`config.mk`:
```
export PLATFORM = sky130hd
export DESIGN_NAME = lut_cfg_loader
export DESIGN_NICKNAME = d
export VERILOG_FILES = /design/src/rtl/lut_cfg_loader.sv
export SDC_FILE = /design/constraint.sdc
export NUM_CORES = 1
export LEC_CHECK = 0
export CAP_MARGIN = 20
export CORE_MARGIN = 8
export CORE_UTILIZATION = 45
export CTS_BUF_LIST = sky130_fd_sc_hd__clkbuf_8
export DETAILED_ROUTE_END_ITERATION = 6
export PLACE_DENSITY = 0.75
export SKIP_LAST_GASP = 1
export SLEW_MARGIN = 20
export SYNTH_ARGS = -nofsm -noshare
export SYNTH_HDL_FRONTEND = slang
export SYNTH_SLANG_ARGS = --single-unit
```
`constraint.sdc`:
```
create_clock -name cclk -period 1.57 [get_ports cclk]
set_input_delay 0.314 -clock cclk [delete_from_list [all_inputs] [get_ports cclk]]
set_output_delay 0.314 -clock cclk [all_outputs]
set_load 0.02 [all_outputs]
```
`src/rtl/lut_cfg_loader.sv`:
```
// Streams bitstream words into per-LUT configuration frames and commits each
// frame to a chain of fracturable LUTs through a one-hot config enable.
module lut_cfg_loader #(
  parameter int unsigned INPUTS   = 4,
  parameter int unsigned NUM_LUTS = 8,
  parameter int unsigned WORD_W   = 8
) (
  input  logic                                             cclk,
  input  logic                                             rst,
  input  logic                                             start,
  input  logic                                             abort,
  input  logic [WORD_W-1:0]                                word_in,
  input  logic                                             word_valid,
  output logic                                             word_ready,
  output logic [2*(2**INPUTS):0]                           config_out,
  output logic [NUM_LUTS-1:0]                              cen_out,
  output logic [((NUM_LUTS > 1) ? $clog2(NUM_LUTS) : 1)-1:0] lut_idx,
  output logic                                             busy,
  output logic                                             done
);

  localparam int unsigned CFG_W  = 2 * (2 ** INPUTS) + 1;
  localparam int unsigned NWORDS = (CFG_W + WORD_W - 1) / WORD_W;
  localparam int unsigned PAD_W  = NWORDS * WORD_W;
  localparam int unsigned IDX_W  = (NUM_LUTS > 1) ? $clog2(NUM_LUTS) : 1;
  localparam int unsigned WCNT_W = (NWORDS > 1) ? $clog2(NWORDS) : 1;

  localparam logic [1:0] S_IDLE   = 2'd0;
  localparam logic [1:0] S_LOAD   = 2'd1;
  localparam logic [1:0] S_COMMIT = 2'd2;
  localparam logic [1:0] S_DONE   = 2'd3;

  logic [1:0]        r_state;
  logic [1:0]        w_state_nxt;
  logic [IDX_W-1:0]  r_idx;
  logic [WCNT_W-1:0] r_wcnt;
  logic [PAD_W-1:0]  r_frame;
  logic [PAD_W-1:0]  w_frame_nxt;
  logic [CFG_W-1:0]  r_config;
  logic              w_accept;
  logic              w_last_word;
  logic              w_last_lut;
  logic              w_load_start;
  logic              w_to_idle;

  assign w_last_word  = (r_wcnt == WCNT_W'(NWORDS - 1));
  assign w_last_lut   = (r_idx == IDX_W'(NUM_LUTS - 1));
  assign w_accept     = word_ready && word_valid;
  assign w_load_start = (r_state == S_IDLE) && start && !abort;
  assign w_to_idle    = (r_state != S_IDLE) && (abort || (r_state == S_DONE));

  assign config_out = r_config;
  assign lut_idx    = r_idx;

  // Slot the incoming word into its frame position; padding above CFG_W is dropped at commit.
  always_comb begin
    w_frame_nxt = r_frame;
    for (int k = 0; k < int'(NWORDS); k++) begin
      if (r_wcnt == WCNT_W'(k)) begin
        w_frame_nxt[k*WORD_W +: WORD_W] = word_in;
      end
    end
  end

  // Next state and state-decoded outputs; abort suppresses any pulse in its own cycle.
  always_comb begin
    w_state_nxt = r_state;
    word_ready  = 1'b0;
    cen_out     = '0;
    done        = 1'b0;
    busy        = 1'b1;
    case (r_state)
      S_IDLE: begin
        busy = 1'b0;
        if (start && !abort) w_state_nxt = S_LOAD;
      end
      S_LOAD: begin
        word_ready = !abort;
        if (abort)                          w_state_nxt = S_IDLE;
        else if (word_valid && w_last_word) w_state_nxt = S_COMMIT;
      end
      S_COMMIT: begin
        if (abort) begin
          w_state_nxt = S_IDLE;
        end else begin
          cen_out     = NUM_LUTS'(1) << r_idx;
          w_state_nxt = w_last_lut ? S_DONE : S_LOAD;
        end
      end
      S_DONE: begin
        done        = !abort;
        w_state_nxt = S_IDLE;
      end
      default: w_state_nxt = S_IDLE;
    endcase
  end

  always_ff @(posedge cclk) begin
    if (rst) begin
      r_state  <= S_IDLE;
      r_idx    <= '0;
      r_wcnt   <= '0;
      r_frame  <= '0;
      r_config <= '0;
    end else begin
      r_state <= w_state_nxt;
      if (w_load_start || w_to_idle) begin
        r_idx   <= '0;
        r_wcnt  <= '0;
        r_frame <= '0;
      end else if (w_accept) begin
        if (w_last_word) begin
          r_wcnt   <= '0;
          r_frame  <= '0;
          r_config <= w_frame_nxt[CFG_W-1:0];
        end else begin
          r_wcnt  <= r_wcnt + 1'b1;
          r_frame <= w_frame_nxt;
        end
      end else if ((r_state == S_COMMIT) && !w_last_lut) begin
        r_idx <= r_idx + 1'b1;
      end
    end
  end

endmodule
```
==> results of run 1 <==
tightest hold or removal path, cell delays in order, from the launching register on:
cell and delay (ns):
dfxtp_1 0.33, o21ai_2 0.06, a21oi_2 0.04
what timing repair did:
item                                   4_1_cts  5_1_grt
setup endpoints to repair                  118       83
pin swaps                                   15       26
buffers inserted                             6        4
endpoints found under the hold margin        0        0
gates cloned                                 3        5
resized for setup                          124       97
how the worst max path moves through the flow:
stage / start / to / slack [ns] / cells past startpoint
finish: lut_idx[0] / cen_out[3] / -0.13 / 4
floorplan: lut_idx[0] / cen_out[7] / -0.08 / 3
CTS: lut_idx[1] / cen_out[3] / -0.20 / 4
detailed placement: abort / cen_out[3] / -0.58 / 4
global placement: abort / cen_out[3] / -0.52 / 4
global route: lut_idx[0] / cen_out[3] / -0.18 / 4
cells in the mapped netlist (2+ instances only):
cell type | instances | area (um2)
nand4_1 | 16 | 100
buf_1 | 3 | 11.3
buf_2 | 18 | 90.1
a21oi_1 | 70 | 350
a211oi_1 | 9 | 67.6
ha_1 | 11 | 138
nor2b_1 | 4 | 25.0
o21ai_0 | 58 | 290
buf_4 | 2 | 15.0
buf_6 | 3 | 33.8
and3_1 | 3 | 18.8
nand3_1 | 43 | 215
nor2_1 | 11 | 41.3
inv_1 | 5 | 18.8
mux2i_1 | 11 | 110
nor4bb_1 | 2 | 20.0
nand2_1 | 10 | 37.5
nor3_1 | 2 | 10.0
nand3b_1 | 2 | 15.0
dfxtp_1 | 73 | 1460
clkbuf_1 | 13 | 48.8
cell type report:
type / instances / area, um2 / share of cell area [%]
clock inverter: 6 / 88.8 / 1.77
timing repair buffer: 115 / 1220 / 24.4
clock buffer: 10 / 138 / 2.75
multi-input combinational: 265 / 1930 / 38.5
tap: 99 / 124 / 2.47
sequential: 73 / 1470 / 29.4
inverter: 6 / 33.8 / 0.674
power groups by stage:
stage / Combinational [mW] / Sequential, mW / Clock (mW)
6_report: 0.298 / 1.86 / 1.67
3_5_place_dp: 0.200 / 1.90 / 0
3_3_place_gp: 0.196 / 1.90 / 0
2_1_floorplan: 0.0994 / 1.90 / 0
5_1_grt: 0.310 / 1.86 / 1.77
4_1_cts: 0.219 / 1.86 / 1.69
state kept, by name (all words and copies together) (netlist names):
name / flops
r_state: 2
r_wcnt: 3
config_out: 33
lut_idx: 3
r_frame: 32
through the flow:
step	setup slack, ns	power [mW]	utilization [%]	area [um2]	hold slack (ns)
global route	-0.179	3.94	70.6	5010	0.493
floorplan	-0.0762	2.00	-	3270	0.440
finish	-0.126	3.82	70.6	5010	0.470
CTS	-0.202	3.76	63.9	4530	0.470
detailed placement	-0.576	2.10	58.1	4120	0.455
global placement	-0.523	2.10	58.1	4120	0.452
metal layers:
metal | up-vias | track usage [%] | part of all wire [%]
li1 | 1561 | - | -
met1 | 1577 | 20.6 | 41
met2 | 122 | 31.2 | 51
met3 | 28 | 4.49 | 6.4
met4 | 0 | 9.07 | 2.6
met5 | - | 0 | 0
logic make-up (layout without fill, tap and decap cells):
group | count (synthesis) | count (layout) | synth area share, %
xor+xnor | 1 | 1 | 0.271
simple gates | 103 | 103 | 17.7
flops | 73 | 73 | 45.1
buf+inv | 45 | 137 | 6.84
mux | 11 | 11 | 3.40
compound gates | 139 | 139 | 22.4
fa+ha+maj | 11 | 11 | 4.25
==> results.toml, run 1 <==
[worst_setup_path]
critPathMaxFanout = 2
worstPathRequired_ns = 1.26
r2r_slack_ns = -0.03
critPathLaunchType = "flip-flop"
r2r_start = "r_state[0]"
crit_chain = "ha_4 -> ha_4 -> nor4bb_4 -> buf_4"
critPathSlowestCell = "dfxtp_2"
worstPathBufferInverterCount = 1
cp.arrival_ns = 1.38
worstSetupPathType = "reg2out"
reg2reg_to = "r_frame[22]"
endpoint_kind = "output port"
crit_top_cell = "ha_4"
cpPeakStageDelay_ns = 0.36
reg2reg_depth = 5
crit_family = "flip-flops"

[final_layout]
fin_cells = 574
final_common_cell = "dfxtp_1"
nets = 494
drive_gt1_share_pct = 33.5
diodes = 0
fillCellCount = 544
area_growth_pct = 54.7
layout_common_cells = "dfxtp_1, o21ai_0, a21oi_1, nand3_1, dlygate4sd2_1"

[clock_network]
path_clk_slew_ns = 0.08
ctsHtreeMaxLevel = 3
cts_tree = "done"
ctsHoldBuffers = 0
cts_max_path_buffers = 2
clkSinkCount = 73
clkLatencyLatePin_ns = 0.35
cts_buffers = 9
cts-root-buf = "clkbuf_8"

[timing]
worst_slack_ns = -0.126
min_period_ns = 1.70
report.final.slew_viol_count = 0
worstMarginPinSlew_ns = 0.443
finalSetupTns_ns = -0.928
setup_viol = 32
max_freq_mhz = 590
period_share_pct = 108
skew_ns = 0.00587
finalHoldViolCount = 0
max_slew_margin_pct = 70.5
rsz0062_at_grt = "yes"

[floorplan]
die_w_um = 101
start_util_pct = 45.6
die_h_um = 101
io_pins = 60
rows = 31
die_area_um2 = 10200
core_area_um2 = 7100

[route]
firstDrtPassIters = 5
drc_errors = 0
totalWireLength_mm = 10.4
num_vias = 3288
detail_route.vias_per_cell = 5.73
ant_nets = 0
drtIter0Drc = 130
wl_per_cell_um = 18.0

[logic_synthesis]
ys_seq_area_share_pct = 45.1
synth_nets = 407
synth-edff-count = 0
avgSynthCellArea_um2 = 8.45
yosys_warnings = 0
async_flop_share_pct = 0
synth_ff_type = "dfxtp_1"
synth_cell_types = 35
synth_area_um2 = 3240
ys_ff_latch = 73
syn_inst = 383

[grt]
gr-total-overflow = 0
grt_max_degree = 36
grt_pass1_wl_mm = 14.7
antenna_found_initial = 0
grt_pass1_vias = 3074
track_usage_pct = 18.2

[power]
p_sw_mw = 0.896
combPwrFrac_pct = 7.8
peakVddDrop_mv = 0.416
netSwitchingFraction_pct = 23.5
powerDensity_nw_per_um2 = 763
p_leak_nw = 1.79
clkPwrFrac_pct = 43.6
p_seq_share_pct = 48.6
intPower_mw = 2.92

[min_path]
hold_class = "reg2reg"
min_from = "r_frame[3]"
whs_path_depth = 2
min_to = "r_frame[3]"

[flow_run]
max-cap-violations = 0

[outcome]
status = "finished, violations left"
violations = "setup timing"

[placement]
post-dp-hpwl_mm = 5.93
dp_cells = 542
place.gp.congestion = 0.810
numPortBuffers = 59
No activity file was read; power rests on OpenSTA's default activity.
==> run 2, diff against run 1 <==
--- a/config.mk
+++ b/config.mk
@@ -5,6 +5,7 @@
 export SDC_FILE = /design/constraint.sdc
 export NUM_CORES = 1
 export LEC_CHECK = 0
+export ABC_CLOCK_PERIOD_IN_PS = 1570
 export CAP_MARGIN = 20
 export CORE_MARGIN = 8
 export CORE_UTILIZATION = 45
==> results of run 2 <==
Same layout as run 1: the final DEF is identical, and so are final timing and power.
